## src/rtl/mc_pkg.sv

```systemverilog
// Shared constants for the multicycle MIPS-style controller: state encodings,
// opcode/funct values, ALU operation codes, mux select codes and the
// per-state control bundle.
// Build option: define ADDI_EN to enable ADDI (states ADDIEX/ADDIWR).
package mc_pkg;

    // State encodings (4-bit, order fixed for the debug port)
    localparam logic [3:0] S_FETCH1  = 4'd0;
    localparam logic [3:0] S_FETCH2  = 4'd1;
    localparam logic [3:0] S_FETCH3  = 4'd2;
    localparam logic [3:0] S_FETCH4  = 4'd3;
    localparam logic [3:0] S_DECODE  = 4'd4;
    localparam logic [3:0] S_MEMADR  = 4'd5;
    localparam logic [3:0] S_LBRD    = 4'd6;
    localparam logic [3:0] S_LBWR    = 4'd7;
    localparam logic [3:0] S_SBWR    = 4'd8;
    localparam logic [3:0] S_RTYPEEX = 4'd9;
    localparam logic [3:0] S_RTYPEWR = 4'd10;
    localparam logic [3:0] S_BEQEX   = 4'd11;
    localparam logic [3:0] S_JEX     = 4'd12;
    localparam logic [3:0] S_ADDIEX  = 4'd13;
    localparam logic [3:0] S_ADDIWR  = 4'd14;

    // Opcodes (instr[31:26])
    localparam logic [5:0] OP_RTYPE = 6'b000000;
    localparam logic [5:0] OP_J     = 6'b000010;
    localparam logic [5:0] OP_BEQ   = 6'b000100;
    localparam logic [5:0] OP_ADDI  = 6'b001000;
    localparam logic [5:0] OP_LB    = 6'b100000;
    localparam logic [5:0] OP_SB    = 6'b101000;

    // R-type function codes (instr[5:0])
    localparam logic [5:0] FN_ADD = 6'b100000;
    localparam logic [5:0] FN_SUB = 6'b100010;
    localparam logic [5:0] FN_AND = 6'b100100;
    localparam logic [5:0] FN_OR  = 6'b100101;
    localparam logic [5:0] FN_SLT = 6'b101010;

    // aluop: how the ALU decoder should pick the operation
    localparam logic [1:0] ALUOP_ADD   = 2'b00;
    localparam logic [1:0] ALUOP_SUB   = 2'b01;
    localparam logic [1:0] ALUOP_FUNCT = 2'b10;

    // alucontrol values
    localparam logic [2:0] ALU_AND = 3'b000;
    localparam logic [2:0] ALU_OR  = 3'b001;
    localparam logic [2:0] ALU_ADD = 3'b010;
    localparam logic [2:0] ALU_SUB = 3'b110;
    localparam logic [2:0] ALU_SLT = 3'b111;

    // ALU B-operand select
    localparam logic [1:0] SRCB_B     = 2'b00;
    localparam logic [1:0] SRCB_ONE   = 2'b01;
    localparam logic [1:0] SRCB_IMM   = 2'b10;
    localparam logic [1:0] SRCB_BRIMM = 2'b11;

    // PC source select
    localparam logic [1:0] PCSRC_ALU    = 2'b00;
    localparam logic [1:0] PCSRC_ALUOUT = 2'b01;
    localparam logic [1:0] PCSRC_JUMP   = 2'b10;

    // Everything the state decode produces; alu_en marks states that drive
    // the ALU so alucontrol reads 0 everywhere else.
    typedef struct packed {
        logic       memread;
        logic       memwrite;
        logic       alusrca;
        logic [1:0] alusrcb;
        logic       memtoreg;
        logic       regdst;
        logic       iord;
        logic       regwrite;
        logic [1:0] pcsrc;
        logic [3:0] irwrite;
        logic       pcwrite;
        logic       branch;
        logic       alu_en;
        logic [1:0] aluop;
    } ctrl_t;

    localparam ctrl_t CTRL_IDLE = '0;

endpackage

```

## src/rtl/alu_dec.sv

```systemverilog
// ALU operation decoder: aluop plus R-type funct field -> alucontrol.
module alu_dec
    import mc_pkg::*;
(
    input  logic [1:0] aluop,
    input  logic [5:0] funct,
    output logic [2:0] alucontrol
);

    // Fixed add/sub for address and branch math, funct table for R-type
    always_comb begin
        alucontrol = ALU_ADD;
        case (aluop)
            ALUOP_ADD: alucontrol = ALU_ADD;
            ALUOP_SUB: alucontrol = ALU_SUB;
            ALUOP_FUNCT: begin
                case (funct)
                    FN_ADD:  alucontrol = ALU_ADD;
                    FN_SUB:  alucontrol = ALU_SUB;
                    FN_AND:  alucontrol = ALU_AND;
                    FN_OR:   alucontrol = ALU_OR;
                    FN_SLT:  alucontrol = ALU_SLT;
                    default: alucontrol = ALU_ADD;
                endcase
            end
            default: alucontrol = ALU_ADD;
        endcase
    end

endmodule

```

## src/rtl/mcycle_control.sv

```systemverilog
// Multicycle controller (Moore FSM) with a byte-wide, four-beat instruction
// fetch. Outputs are decoded from the state register; only pcen also looks at
// the zero flag. Reset forces every output low in the same cycle so a reset
// landing mid-instruction cannot produce a partial write.
// Build option: define ADDI_EN to enable ADDI (ADDIEX -> ADDIWR).
module mcycle_control
    import mc_pkg::*;
(
    input  logic       clk,
    input  logic       reset,
    input  logic [5:0] op,
    input  logic [5:0] funct,
    input  logic       zero,
    output logic       memread,
    output logic       memwrite,
    output logic       alusrca,
    output logic [1:0] alusrcb,
    output logic       memtoreg,
    output logic       regdst,
    output logic       iord,
    output logic       pcen,
    output logic       regwrite,
    output logic [1:0] pcsrc,
    output logic [3:0] irwrite,
    output logic [2:0] alucontrol,
    output logic [3:0] state
);

    logic [3:0] state_q;
    logic [3:0] state_d;
    ctrl_t      ctrl;
    logic [2:0] alu_dec_out;

    alu_dec u_alu_dec (
        .aluop      (ctrl.aluop),
        .funct      (funct),
        .alucontrol (alu_dec_out)
    );

    // Next-state logic; unknown or reserved encodings fall back to FETCH1
    always_comb begin
        state_d = S_FETCH1;
        case (state_q)
            S_FETCH1: state_d = S_FETCH2;
            S_FETCH2: state_d = S_FETCH3;
            S_FETCH3: state_d = S_FETCH4;
            S_FETCH4: state_d = S_DECODE;
            S_DECODE: begin
                case (op)
                    OP_LB, OP_SB: state_d = S_MEMADR;
                    OP_RTYPE:     state_d = S_RTYPEEX;
                    OP_BEQ:       state_d = S_BEQEX;
                    OP_J:         state_d = S_JEX;
`ifdef ADDI_EN
                    OP_ADDI:      state_d = S_ADDIEX;
`else
                    OP_ADDI:      state_d = S_FETCH1;  // illegal in this build
`endif
                    default:      state_d = S_FETCH1;
                endcase
            end
            S_MEMADR:  state_d = (op == OP_LB) ? S_LBRD : S_SBWR;
            S_LBRD:    state_d = S_LBWR;
            S_RTYPEEX: state_d = S_RTYPEWR;
`ifdef ADDI_EN
            S_ADDIEX:  state_d = S_ADDIWR;
`endif
            default:   state_d = S_FETCH1;
        endcase
        if (reset) begin
            state_d = S_FETCH1;
        end
    end

    // State register
    always_ff @(posedge clk) begin
        if (reset) begin
            state_q <= S_FETCH1;
        end else begin
            state_q <= state_d;
        end
    end

    // Per-state control decode; anything not set stays 0
    always_comb begin
        ctrl = CTRL_IDLE;
        case (state_q)
            S_FETCH1, S_FETCH2, S_FETCH3, S_FETCH4: begin
                ctrl.memread = 1'b1;
                // FETCH1..4 encode as 0..3, so the low bits pick the byte lane
                ctrl.irwrite = 4'b0001 << state_q[1:0];
                ctrl.alusrcb = SRCB_ONE;
                ctrl.pcsrc   = PCSRC_ALU;
                ctrl.pcwrite = 1'b1;
                ctrl.alu_en  = 1'b1;
                ctrl.aluop   = ALUOP_ADD;
            end
            S_DECODE: begin
                ctrl.alusrcb = SRCB_BRIMM;
                ctrl.alu_en  = 1'b1;
                ctrl.aluop   = ALUOP_ADD;
            end
            S_MEMADR: begin
                ctrl.alusrca = 1'b1;
                ctrl.alusrcb = SRCB_IMM;
                ctrl.alu_en  = 1'b1;
                ctrl.aluop   = ALUOP_ADD;
            end
            S_LBRD: begin
                ctrl.memread = 1'b1;
                ctrl.iord    = 1'b1;
            end
            S_LBWR: begin
                ctrl.regwrite = 1'b1;
                ctrl.memtoreg = 1'b1;
            end
            S_SBWR: begin
                ctrl.memwrite = 1'b1;
                ctrl.iord     = 1'b1;
            end
            S_RTYPEEX: begin
                ctrl.alusrca = 1'b1;
                ctrl.alusrcb = SRCB_B;
                ctrl.alu_en  = 1'b1;
                ctrl.aluop   = ALUOP_FUNCT;
            end
            S_RTYPEWR: begin
                ctrl.regwrite = 1'b1;
                ctrl.regdst   = 1'b1;
            end
            S_BEQEX: begin
                ctrl.alusrca = 1'b1;
                ctrl.alusrcb = SRCB_B;
                ctrl.alu_en  = 1'b1;
                ctrl.aluop   = ALUOP_SUB;
                ctrl.branch  = 1'b1;
                ctrl.pcsrc   = PCSRC_ALUOUT;
            end
            S_JEX: begin
                ctrl.pcwrite = 1'b1;
                ctrl.pcsrc   = PCSRC_JUMP;
            end
`ifdef ADDI_EN
            S_ADDIEX: begin
                ctrl.alusrca = 1'b1;
                ctrl.alusrcb = SRCB_IMM;
                ctrl.alu_en  = 1'b1;
                ctrl.aluop   = ALUOP_ADD;
            end
            S_ADDIWR: begin
                ctrl.regwrite = 1'b1;
            end
`else
            S_ADDIEX, S_ADDIWR: ctrl = CTRL_IDLE;  // reserved, unreachable
`endif
            default: ctrl = CTRL_IDLE;
        endcase
    end

    // Reset masks every output combinationally, including the debug state
    assign memread    = ctrl.memread  & ~reset;
    assign memwrite   = ctrl.memwrite & ~reset;
    assign alusrca    = ctrl.alusrca  & ~reset;
    assign alusrcb    = reset ? 2'b00 : ctrl.alusrcb;
    assign memtoreg   = ctrl.memtoreg & ~reset;
    assign regdst     = ctrl.regdst   & ~reset;
    assign iord       = ctrl.iord     & ~reset;
    assign regwrite   = ctrl.regwrite & ~reset;
    assign pcsrc      = reset ? 2'b00 : ctrl.pcsrc;
    assign irwrite    = reset ? 4'b0000 : ctrl.irwrite;
    assign alucontrol = (reset || !ctrl.alu_en) ? 3'b000 : alu_dec_out;
    assign pcen       = ~reset & (ctrl.pcwrite | (ctrl.branch & zero));
    assign state      = reset ? 4'd0 : state_q;

endmodule

```

## config.mk

```make
export PLATFORM = sky130hd
export DESIGN_NAME = mcycle_control
export DESIGN_NICKNAME = d
export VERILOG_FILES = /design/src/rtl/mc_pkg.sv /design/src/rtl/alu_dec.sv /design/src/rtl/mcycle_control.sv
export SDC_FILE = /design/constraint.sdc
export NUM_CORES = 1
export LEC_CHECK = 0
export ABC_CLOCK_PERIOD_IN_PS = 1600
export BUFFER_PORTS_ARGS = -buffer_cell sky130_fd_sc_hd__clkbuf_2
export CAP_MARGIN = 30
export CORE_UTILIZATION = 39
export CTS_CLUSTER_DIAMETER = 60
export DETAILED_ROUTE_END_ITERATION = 8
export PLACE_DENSITY = 0.75
export SETUP_SLACK_MARGIN = 0.2
export SYNTH_ARGS = -nofsm -noshare
export SYNTH_HDL_FRONTEND = slang
export SYNTH_HIERARCHICAL = 1
export SYNTH_SLANG_ARGS = --single-unit
export TNS_END_PERCENT = 10
```

## constraint.sdc

```tcl
create_clock -name clk -period 1.6 [get_ports clk]
set_input_delay 0.24 -clock clk [delete_from_list [all_inputs] [get_ports clk]]
set_output_delay 0.24 -clock clk [all_outputs]
set_load 0.005 [all_outputs]
```

==> summary.md <==
| Metric | Value |
|---|---|
| Status | complete, but fails checks |
| Violated checks | design-rule violations, negative setup slack |
| Antenna viol nets, final | 0 |
| DP Worst Slack | -0.09297 ns |
| Vias in the first global route | 810 |
| Boundary Pins | 38 |
| Crit path cell chain | nand2b_4, nor2_4, ha_4, nand4bb_4, o22ai_2, and2_1, clkbuf_2 |
| RSZ-0062 raised after global routing | yes |
| Port bufs | 37 |
| Final setup viols | 7 |
| Final Critical Period | 1.859 ns |
| Setup WS post-layout | -0.2586 ns |
| Slowest CP cell | dfxtp_1 |
| Power Dens Cells | 377.7 mW/mm² |
| Worst path arrival time | 1.62 ns |
| Max-cap violation count | 0 |
| Core Area | 0.001559 mm² |
| Clock Tree Root | clkbuf_4 |
| Via Count | 921 |
| Fin util | 0.6942 |
| Die W | 43.70 µm |
| Crit path largest cell delay | 0.32 ns |
| Antenna Cells | 0 |
| CP required | 1.36 ns |
| Post-synth EDFFs | 0 |
| Final Non-Filler Cells | 160 |
| Relative slew slack | 0.7425 |
| Syn avg cell area | 6.714 µm² |
| Ys flop type | dfxtp_1 |
| Peak VDD IR | 0.3194 mV |
| Layout cells sized above 1 | 0.5139 |
| Area growth syn-to-layout | 59.59% |
| Largest reg by FF count | state_q |
| Syn nets | 118 |
| Htree depth | 1 |
| CTS buffer count | 3 |
| Leakage | 0.4587 nW |
| Worst-path clk slew | 0.04 ns |
| Post-synth top cells | nor2_1, a21oi_1, nor3_1, inv_1 |
| Row count | 14 |
| CP max FO | 4 |
| Vias/cell | 5.756 |
| Clk buf depth | 2 |
| CP Launch Type | register |
| CTS tree | done |
| Global-route wire length before repair | 3.332 mm |
| Pre-antenna DRT Iters | 6 |
| Drt wl/cell | 13.19 µm |
| DIE AREA | 0.001910 mm² |
| Post-route clock period utilization | 1.162 |
| Ys Warns | 6 |
| DPL Wire Length | 1.580 mm |
| Initial antenna violation count | 0 |
| Cells after DPL | 154 |
| Top-area cell type share of the netlist area | 0.1181 |
| Largest net degree at the start of global routing | 21 |
| Critical path class | reg -> out |
| Post-synthesis sequential area ratio | 0.1181 |
| Top-count cell post-synth | nor2_1 |
| FF+latch count, synth | 4 |
| Cell taking the most area after synthesis | dfxtp_1 |
| Leading post-synthesis cells by cell area | dfxtp_1, a21oi_1, nor2_1 |
| GPL Wtd Cong | 0.7732 |
| # DRC | 4 |
| Fmax | 538.0 MHz |
| Clk_skew | 0.002654 ns |
| Total grt overflow | 0 |
| GR Util All Layers | 0.2298 |
| Die H | 43.70 µm |
| Synth cell types | 41 |
| Hold buffers post-CTS | 0 |
| Final Hold Violating Endpoints | 0 |
| Actual slew at the worst max-slew pin | 0.3848 ns |
| Max reg flops | 4 |
| Post-synth ARST share | 0 |
| Initial DRC Count | 22 |
| Cells after Synth | 101 |
| Overall routed net length | 2.111 mm |
| Final #Nets | 163 |
| CTS sink count | 4 |
| Worst hold path class | in -> reg |
| Mapped Area | 678.2 µm² |
| Initial Util | 0.4350 |
| Max Slew Vio Count | 0 |
| Biggest regs | state_q x4 |
| Worst skew pair latency | 0.23 ns |
| Critical path endpoint category | output port |
[metrics by stage]
| step | hold slack, ns | total power (W) | instance area, µm² | TNS (ns) |
|---|---|---|---|---|
| after floorplan | 0.4147 | 0.0002085 | 733.2 | 0 |
| after global placement | 0.5699 | 0.0002733 | 950.9 | 0 |
| after detailed placement | 0.5625 | 0.0002761 | 950.9 | -0.1604 |
| after CTS | 0.3144 | 0.0004121 | 1040 | -1.053 |
| after global routing | 0.3328 | 0.0004401 | 1082 | -1.560 |
| final | 0.3216 | 0.0004087 | 1082 | -0.8938 |
[per-layer routing]
layer	track usage	routed length, µm	vias up
met5	0	0	-
met4	0.1063	12	0
met3	0.01667	126	2
met2	0.4000	1055	41
met1	0.2854	916	424
li1	-	-	454
[final timing paths]
kind              start       endpoint  slack (ns)  depth (start not counted)
max          state_q[1]  alucontrol[2]       -0.26                          7
min               op[1]     state_q[3]        0.32                          3
max reg2reg  state_q[1]     state_q[2]        0.16                          5
min reg2reg  state_q[3]     state_q[2]        0.73                          3
[cell usage in the layout, fill, tap and decap left out, types with 2 or more instances in the layout]
cell type  synthesis  final
nand2_1            4      3
nand4bb_1          3      2
clkbuf_2           0     35
o22a_1             2      2
inv_1              5      4
dfxtp_2            0      2
buf_4              1      8
clkbuf_4           0      3
a31oi_1            3      3
buf_6              0      2
nor2_4             0      2
nor3_1             6      3
nand3_1            2      2
nand4b_1           2      2
buf_2              3      2
nand2b_4           0      3
nor2_1            13     11
nor2b_1            3      2
nor4_1             2      2
and2_1             4      4
a21oi_1           12     11
a21o_1             2      2
nor3_2             0      3
[cell type report]
cell class,instances,area (µm²)
multi-input combinational,84,646.9
fill,137,476.7
clock buffer,3,22.52
timing repair buffer,48,287.8
inverter,5,18.77
sequential,4,86.33
tap,16,20.02
[where the power goes]
group | internal, W | switching, W | total, W
combinational | 0.0000840 | 0.0000923 | 0.000176
clock | 0.0000836 | 0.0000372 | 0.000121
sequential | 0.000105 | 0.00000624 | 0.000112
total | 0.000273 | 0.000136 | 0.000409
[cells by family (layout without fill, tap and decap cells)]
group                    Yosys count  count (layout)  synth area share
AND/OR/NAND/NOR                   56              56            0.5203
AO/OA/AOI/OAI                     26              26            0.2417
buffers and inverters             13              56           0.08302
flip-flops                         4               4            0.1181
adder cells (fa/ha/maj)            2               2           0.03689
[critical path: cells and delay by family (launching register included)]
kind | cells | cell delay [ns]
AND/OR/NAND/NOR | 4 | 0.64
buffers and inverters | 1 | 0.10
AO/OA/AOI/OAI | 1 | 0.11
flip-flops | 1 | 0.32
adder cells (fa/ha/maj) | 1 | 0.22
[what timing repair did]
| item | CTS | global route |
|---|---|---|
| gates resized for setup | 10 | 10 |
| setup endpoints to repair | 19 | 23 |
| pin swaps | 3 | 4 |
| setup buffers | 1 | 2 |
Power figures use the tool's default switching activity.
